<file path="src/rtl/membus_pkg.sv">
// membus_pkg: shared membus types, widths and default memory window
package membus_pkg;
  localparam int WORD_W = 36;
  localparam int ADDR_W = 18;
  localparam logic [ADDR_W-1:0] DEF_MEM_BASE = 18'o000000;
  localparam int DEF_MEM_WORDS = 16384;
  localparam int DEF_TIMEOUT = 255;
  typedef enum logic [2:0] {S_IDLE, S_RD, S_RDACK, S_WACK, S_WWAIT, S_WR, S_DONE} state_t;
  function automatic logic in_window(input logic [ADDR_W-1:0] ma, input logic [ADDR_W-1:0] base, input int words);
    logic [ADDR_W:0] off;
    logic [ADDR_W:0] lim;
    off = {1'b0, ma} - {1'b0, base};
    lim = words[ADDR_W:0];
    return off < lim;
  endfunction
endpackage

</file>
<file path="src/rtl/edge_detect.sv">
// edge_detect: registered rising-edge detector for a level request line
module edge_detect (
  input  logic i_clk,
  input  logic i_reset,
  input  logic i_sig,
  output logic o_rise
);
  logic r_prev;
  always_ff @(posedge i_clk or posedge i_reset)
    if (i_reset) r_prev <= 1'b0;
    else r_prev <= i_sig;
  assign o_rise = i_sig & ~r_prev;
endmodule

</file>
<file path="src/rtl/membus_avalon_master.sv">
// membus_avalon_master: PDP-6 membus cycle to Avalon-MM read/write bridge
module membus_avalon_master
  import membus_pkg::*;
#(
  parameter logic [ADDR_W-1:0] MEM_BASE = DEF_MEM_BASE,
  parameter int MEM_WORDS = DEF_MEM_WORDS,
  parameter int TIMEOUT = DEF_TIMEOUT
)(
  input  logic              i_clk,
  input  logic              i_reset,
  input  logic              i_membus_rq_cyc,
  input  logic              i_membus_rd_rq,
  input  logic              i_membus_wr_rq,
  input  logic [ADDR_W-1:0] i_membus_ma,
  input  logic              i_membus_wr_rs,
  input  logic [WORD_W-1:0] i_membus_mb_in,
  output logic              o_membus_addr_ack,
  output logic              o_membus_rd_rs,
  output logic [WORD_W-1:0] o_membus_mb_out,
  output logic [ADDR_W-1:0] o_address,
  output logic              o_read,
  output logic              o_write,
  output logic [WORD_W-1:0] o_writedata,
  input  logic [WORD_W-1:0] i_readdata,
  input  logic              i_waitrequest,
  output logic              o_timeout
);
  localparam logic [7:0] TMO_LAST = 8'(TIMEOUT - 1);
  state_t r_state;
  state_t w_next;
  logic [7:0] r_cnt;
  logic w_rise;
  logic w_start;
  logic w_ok;
  logic w_busy;
  logic w_done;
  logic w_tmo;
  edge_detect u_rq_edge (
    .i_clk  (i_clk),
    .i_reset(i_reset),
    .i_sig  (i_membus_rq_cyc),
    .o_rise (w_rise)
  );
  always_comb begin
    w_start = (r_state == S_IDLE) && w_rise;
    w_ok = (i_membus_rd_rq | i_membus_wr_rq) && in_window(i_membus_ma, MEM_BASE, MEM_WORDS);
    w_busy = (r_state == S_RD) || (r_state == S_WR);
    w_done = w_busy && !i_waitrequest;
    w_tmo = w_busy && i_waitrequest && (r_cnt == TMO_LAST);
    w_next = r_state;
    // a dropped rq_cyc never aborts an Avalon access; it only skips the pulses afterwards
    case (r_state)
      S_IDLE:  w_next = !w_start ? S_IDLE : !w_ok ? S_DONE : i_membus_rd_rq ? S_RD : S_WACK;
      S_RD:    w_next = w_tmo ? S_DONE : !w_done ? S_RD : i_membus_rq_cyc ? S_RDACK : S_IDLE;
      S_RDACK: w_next = i_membus_wr_rq ? S_WWAIT : S_DONE;
      S_WACK:  w_next = S_WWAIT;
      S_WWAIT: w_next = !i_membus_rq_cyc ? S_IDLE : i_membus_wr_rs ? S_WR : S_WWAIT;
      S_WR:    w_next = w_tmo ? S_DONE : !w_done ? S_WR : i_membus_rq_cyc ? S_DONE : S_IDLE;
      S_DONE:  w_next = i_membus_rq_cyc ? S_DONE : S_IDLE;
      default: w_next = S_IDLE;
    endcase
  end
  always_ff @(posedge i_clk or posedge i_reset)
    if (i_reset) begin
      r_state <= S_IDLE;
      r_cnt <= 8'd0;
      o_address <= '0;
      o_membus_mb_out <= '0;
      o_writedata <= '0;
      o_timeout <= 1'b0;
    end else begin
      r_state <= w_next;
      r_cnt <= (w_busy && i_waitrequest && !w_tmo) ? r_cnt + 8'd1 : 8'd0;
      o_timeout <= o_timeout | w_tmo;
      if (w_start) o_address <= i_membus_ma - MEM_BASE;
      if ((r_state == S_RD) && w_done && i_membus_rq_cyc) o_membus_mb_out <= i_readdata;
      if ((r_state == S_WWAIT) && i_membus_rq_cyc && i_membus_wr_rs) o_writedata <= i_membus_mb_in;
    end
  assign o_read = r_state == S_RD;
  assign o_write = r_state == S_WR;
  assign o_membus_addr_ack = (r_state == S_RDACK) || (r_state == S_WACK);
  assign o_membus_rd_rs = r_state == S_RDACK;
endmodule

</file>
<file path="config.mk">
export PLATFORM = sky130hd
export DESIGN_NAME = membus_avalon_master
export DESIGN_NICKNAME = d
export VERILOG_FILES = /design/src/rtl/membus_pkg.sv /design/src/rtl/edge_detect.sv /design/src/rtl/membus_avalon_master.sv
export SDC_FILE = /design/constraint.sdc
export NUM_CORES = 1
export LEC_CHECK = 0
export ABC_AREA = 1
export BUFFER_PORTS_ARGS = -buffer_cell sky130_fd_sc_hd__buf_2
export CORE_ASPECT_RATIO = 1.75
export CORE_MARGIN = 3
export CORE_UTILIZATION = 50
export DETAILED_ROUTE_END_ITERATION = 7
export PLACE_DENSITY = 0.82
export RECOVER_POWER = 25
export SLEW_MARGIN = 20
export SYNTH_ARGS = -nofsm -noshare
export SYNTH_HDL_FRONTEND = slang
export SYNTH_SLANG_ARGS = --single-unit
</file>
<file path="constraint.sdc">
create_clock -name i_clk -period 7.9 [get_ports i_clk]
set_input_delay 1.58 -clock i_clk [delete_from_list [all_inputs] [get_ports i_clk]]
set_output_delay 1.58 -clock i_clk [all_outputs]
set_load 0.01 [all_outputs]
</file>
==> flow_summary.toml, run 1 <==
[critical_path]
r2r_slack_ps = 5660
required_ps = 8280
timing.critical_path.slowest_stage_cell = "clkinvlp_2"
timing.rr.start = "r_state[1]"
critPathMaxFanout = 62
cp-start-kind = "primary input"
reg2regPathDepth = 7
crit_type = "in2async"
slowest_delay_ps = 1020
critPathArrivalTime_ps = 3520
end_kind = "asynchronous set/reset pin"
worstPathCellList = "buf_2 -> clkinvlp_2 -> buf_4"
crit_family = "buffers and inverters"
r2r-end = "o_membus_mb_out[14]"
crit_buf_inv = 3

[global_route]
overflow = 0
grt_pass1_wl_mm = 15.2
track_usage = 0.201
antenna_found_initial = 0
grt_pass1_vias = 3394
grt_max_degree = 74

[status]
status = "complete, but fails checks"
violations = "capacitance limit, slew limit"

[routing]
wl_met3_um = 903
topRoutingLayerUsed = "met4"
vias = 3744
drt_iter0_markers = 226
wl_met2_mm = 4.78
drt-pass1-iter-count = 4
antenna_left = 0
vias_per_cell = 4.90
drc = 0
post_drt_wl_per_cell_um = 12.9
met1Wirelength_mm = 3.94
wl_mm = 9.83

[power_and_ir_drop]
power.density_nw_per_um2 = 356
power_leakage_nw = 3.29
switching_power_mw = 0.695
p_clk_frac = 0.221
swShare = 0.355
peakVddDrop_mv = 0.186
p_seq_frac = 0.443
combPwrFrac = 0.336
internal-power_mw = 1.26

[placement]
port_buffers = 191
place_inst = 748
dp_hpwl_mm = 7.30
placed_area_um2 = 5200
gp_congestion = 0.813

[cells_and_area]
fin_nets = 768
layout.cells.non_filler = 764
drive_gt1_frac = 0.319
diodes = 0
multi_input_area_um2 = 1330
finish.instance_area_um2 = 5490
seqCellArea_um2 = 2580
syn2layout_area_growth_pct = 29.8
nFillCells = 635

[synth]
synth_edf_count = 0
synth_top_area_frac = 0.609
yosysWarnings = 0
post_synth.cell_area_avg_um2 = 8.72
yosysMostFrequentCell = "nand2_1"
ys_top_cells_by_count = "nand2_1 (181), dfrtp_1 (103), inv_1 (52)"
synth_async_sr_flop_share = 1.00
syn-num-nets = 584
seq_area_frac_synth = 0.609
synthCells = 485
synth_area_leader_cell = "dfrtp_1"
post_synth_instance_area_um2 = 4230
synth.area.top_cells = "dfrtp_1 (61%), nand2_1 (16%), nand3_1 (5.8%)"
synth_ff_type = "dfrtp_1"
yosysUniqueCellTypes = 20
ys_seq_elements = 103

[floorplanning]
rows = 43
die_w_um = 75.5
die_y_um = 128
ioPinCount = 192
die-area_um2 = 9650
coreArea_um2 = 8070
start_util = 0.524

[sta]
setup_viol = 0
hold_viol = 0
finClkSkew_ps = 4.80
layout_min_cycle_time_ps = 3140
slew_viol_final = 43
rsz0062_at_grt = "false"
period_share = 0.397
slew_headroom = -0.204
max_freq_ghz = 0.318
final.setup.tns_ps = 0
tightest_slew_ps = 1800

[min_path]
hold_class = "reg2reg"
hold_end = "o_membus_mb_out[21]"
worstHoldStart = "o_membus_mb_out[21]"
whs_path_depth = 2

[clock_tree]
cts_tree = "yes"
post_cts_resized = 0
clk_pin_slew_ps = 60
cts_root_buf = "clkbuf_16"
post_cts_buffers = 0
ctsLongestPathBuffers = 2
clk_latency_ps = 340
postCtsHoldBufs = 0
htree_levels = 3
cts_sinks = 103
cts_buffers = 9

[flow_run]
drv_cap = 1
==> worst max-delay path by stage <==
stage	from	end	slack, ps	depth (start not counted)
3_3_place_gp	i_membus_rq_cyc	o_writedata[2]	4700	5
3_5_place_dp	i_membus_rq_cyc	o_writedata[24]	4510	5
4_1_cts	r_state[1]	o_read	4740	5
5_1_grt	i_reset	o_address[17]	4370	3
2_1_floorplan	i_reset	o_address[0]	3620	1
6_report	i_reset	r_cnt[3]	4760	3
==> cell type report <==
| cell class | count | share of cell area |
|---|---|---|
| Sequential cell | 103 | 0.469 |
| Multi-Input combinational cell | 307 | 0.241 |
| Timing Repair Buffer | 194 | 0.178 |
| Clock buffer | 10 | 0.0435 |
| Inverter | 54 | 0.0371 |
| Tap cell | 90 | 0.0205 |
| Clock inverter | 6 | 0.0109 |
==> state kept, by name, summed over array words and instances, names as in the netlist <==
name,flops
o_membus_mb_out,36
r_state,3
o_address,18
u_rq_edge.r_prev,1
r_cnt,8
o_timeout,1
o_writedata,36
==> worst register-to-register path, cell delays in order, from the launching register on <==
cell and delay, ps:
dfrtp_1 430, inv_2 90, nand2_1 70, nor2_2 80, buf_4 340, nand2_1 750, nand2_1 280, nand2_1 80
==> per-layer routing <==
metal,vias to the layer above,GRT usage
met1,1681,0.251
li1,1860,-
met4,0,0.0814
met2,187,0.332
met3,16,0.0432
met5,-,0
==> power groups by stage <==
| stage | registers (mW) | clock network (mW) | logic (mW) |
|---|---|---|---|
| after global routing | 0.892 | 0.463 | 0.743 |
| after detailed placement | 0.867 | 0 | 0.669 |
| after floorplan | 0.965 | 0 | 0.262 |
| final | 0.867 | 0.432 | 0.658 |
| after global placement | 0.862 | 0 | 0.637 |
| after CTS | 0.866 | 0.442 | 0.666 |
==> cells by family after synthesis <==
| family | count (synthesis) | synth area share |
|---|---|---|
| buffers and inverters | 75 | 0.0784 |
| xor gates and xnor gates | 3 | 0.00621 |
| adders and majority gates | 2 | 0.00591 |
| and+or+nand+nor | 263 | 0.254 |
| DFF | 103 | 0.609 |
| AOI/OAI and AO/OA | 39 | 0.0461 |
==> layout by cell type (no fill, tap or decap) <==
| master | count |
|---|---|
| dfrtp_1 | 103 |
| o21ai_1 | 2 |
| nand3_1 | 49 |
| nor2_2 | 2 |
| bufinv_16 | 1 |
| nand2_1 | 183 |
| nand3_4 | 1 |
| xnor2_1 | 2 |
| buf_2 | 189 |
| clkbuf_16 | 9 |
| xor2_1 | 1 |
| a21oi_1 | 2 |
| inv_2 | 2 |
| nand4_1 | 2 |
| clkbuf_1 | 2 |
| clkinvlp_4 | 2 |
| nor2_1 | 25 |
| nand3_2 | 1 |
| clkinv_2 | 3 |
| o21ai_0 | 35 |
| clkinvlp_2 | 1 |
| inv_1 | 51 |
| ha_1 | 2 |
| buf_4 | 3 |
| clkbuf_8 | 1 |
==> through the flow <==
stage	hold WS, ps	power [mW]	util	setup slack (ps)
after detailed placement	456	1.54	0.644	4510
final	465	1.96	0.681	4760
after global routing	480	2.10	0.681	4370
after CTS	470	1.97	0.681	4740
after floorplan	432	1.23	-	3620
after global placement	448	1.50	0.644	4700
Power figures use the tool's default switching activity.
==> run 2, diff against run 1 <==
--- a/config.mk
+++ b/config.mk
@@ -9,9 +9,9 @@
 export BUFFER_PORTS_ARGS = -buffer_cell sky130_fd_sc_hd__buf_2
 export CORE_ASPECT_RATIO = 1.75
 export CORE_MARGIN = 3
-export CORE_UTILIZATION = 50
+export CORE_UTILIZATION = 42
 export DETAILED_ROUTE_END_ITERATION = 7
-export PLACE_DENSITY = 0.82
+export PLACE_DENSITY = 0.74
 export RECOVER_POWER = 25
 export SLEW_MARGIN = 20
 export SYNTH_ARGS = -nofsm -noshare
==> constraint.sdc (replaced) <==
create_clock -name i_clk -period 2.7 [get_ports i_clk]
set_input_delay 0.54 -clock i_clk [delete_from_list [all_inputs] [get_ports i_clk]]
set_output_delay 0.54 -clock i_clk [all_outputs]
set_load 0.01 [all_outputs]
==> flow_summary.toml, run 2 (synthesis results as in run 1) <==
[status]
status = "complete, no violations"

[cells_and_area]
final_cell_mix = "buf_2 (189), nand2_1 (181), dfrtp_1 (103)"
syn2layout_area_growth_pct = 32.0
reg_top3 = "o_membus_mb_out (36), o_writedata (36), o_address (18)"
seqCellArea_um2 = 2580
layout.cells.non_filler = 797
finish.instance_area_um2 = 5590
drive_gt1_frac = 0.324
nFillCells = 908
fin_nets = 769
final_common_cell = "buf_2"
diodes = 0
multi_input_area_um2 = 1330
utilization = 0.579

[power_and_ir_drop]
p_seq_frac = 0.432
switching_power_mw = 2.06
swShare = 0.353
internal-power_mw = 3.79
p_clk_frac = 0.239
power.density_nw_per_um2 = 1050
peakVddDrop_mv = 0.525
combPwrFrac = 0.329
power_leakage_nw = 3.31
report.power.total_mw = 5.85

[sta]
period_share = 0.677
max_freq_ghz = 0.547
setup_viol = 0
slew_viol_final = 0
finClkSkew_ps = 5.90
slew_headroom = 0.0911
hold_viol = 0
tightest_slew_ps = 1360
layout_min_cycle_time_ps = 1830
rsz0062_at_grt = "false"
final.setup.tns_ps = 0

[critical_path]
end_kind = "output pin"
critPathArrivalTime_ps = 1290
timing.rr.start = "r_state[1]"
cp-start-kind = "flip-flop"
required_ps = 2160
crit_type = "reg2out"
slowest_delay_ps = 440
timing.critical_path.slowest_stage_cell = "dfrtp_1"
crit_buf_inv = 2
r2r_slack_ps = 940
worstPathCellList = "inv_2 -> nand2_1 -> nor2_2 -> buf_2"
reg2regPathDepth = 5
crit_family = "flip-flops"
critPathMaxFanout = 5
r2r-end = "o_writedata[5]"

[clock_tree]
postCtsHoldBufs = 0
cts_root_buf = "clkbuf_16"
htree_levels = 3
clk_latency_ps = 330
cts_buffers = 9
cts_tree = "yes"
post_cts_buffers = 0
clk_pin_slew_ps = 70
ctsLongestPathBuffers = 2
cts_sinks = 103
post_cts_resized = 0

[floorplanning]
die_y_um = 139
coreArea_um2 = 9640
rows = 47
ioPinCount = 192
die_w_um = 81.9
start_util = 0.439
die-area_um2 = 11400

[global_route]
grt_max_degree = 104
grt_pass1_wl_mm = 15.9
grt_pass1_vias = 3404
track_usage = 0.176
overflow = 0
antenna_found_initial = 0

[flow_run]
drv_cap = 0

[routing]
vias_per_cell = 4.72
drt-pass1-iter-count = 4
wl_mm = 10.2
vias = 3760
post_drt_wl_per_cell_um = 12.8
drt_iter0_markers = 143
drc = 0
antenna_left = 0

[placement]
gp_congestion = 0.773
port_buffers = 191
placed_area_um2 = 5270
place_inst = 781
dp_hpwl_mm = 7.56

[min_path]
worstHoldStart = "i_membus_rq_cyc"
hold_class = "in2reg"
hold_end = "u_rq_edge.r_prev"
whs_path_depth = 1
run 2: cell count changes in the layout (fill, tap and decap cells not counted), sizes merged:
cell / delta
bufinv: +1
inv: +3
clkinv: -3
run 2: through the flow:
step | setup slack (ps) | hold WS [ps]
final | 872 | 393
after global routing | 751 | 396
after CTS | 834 | 349
after detailed placement | 746 | 453
after global placement | 843 | 448
after floorplan | 928 | 432
run 2: power by group through the flow:
stage	registers, mW	clock network, mW	logic (mW)
6_report	2.52	1.40	1.92
5_1_grt	2.60	1.51	2.17
4_1_cts	2.52	1.45	1.97
3_5_place_dp	2.54	0	1.98
3_3_place_gp	2.52	0	1.90
2_1_floorplan	2.82	0	0.767
run 2: metal layers:
metal  part of all wire  vias up  GRT usage  routed length (um)
met5                  0        -          0                   0
met4              0.017        0     0.0709                 172
met3              0.086       14     0.0384                 877
met2               0.50      155      0.294                5110
met1               0.40     1731      0.216                4040
li1                   -     1860          -                   -
run 2: how the worst max path moves through the flow:
stage	start	to	slack, ps	depth (start not counted)
2_1_floorplan	i_reset	o_address[0]	930	1
3_3_place_gp	i_membus_rq_cyc	o_writedata[8]	840	7
3_5_place_dp	i_membus_rq_cyc	o_writedata[5]	750	7
4_1_cts	r_state[1]	o_read	830	4
5_1_grt	r_state[1]	o_writedata[13]	750	4
6_report	r_state[1]	o_read	870	4
run 2: layout make-up:
type,instances,area share
Multi-Input combinational cell,307,0.237
Clock buffer,9,0.0403
Sequential cell,103,0.461
Timing Repair Buffer,195,0.178
Inverter,54,0.0370
Clock inverter,7,0.0186
Tap cell,122,0.0273
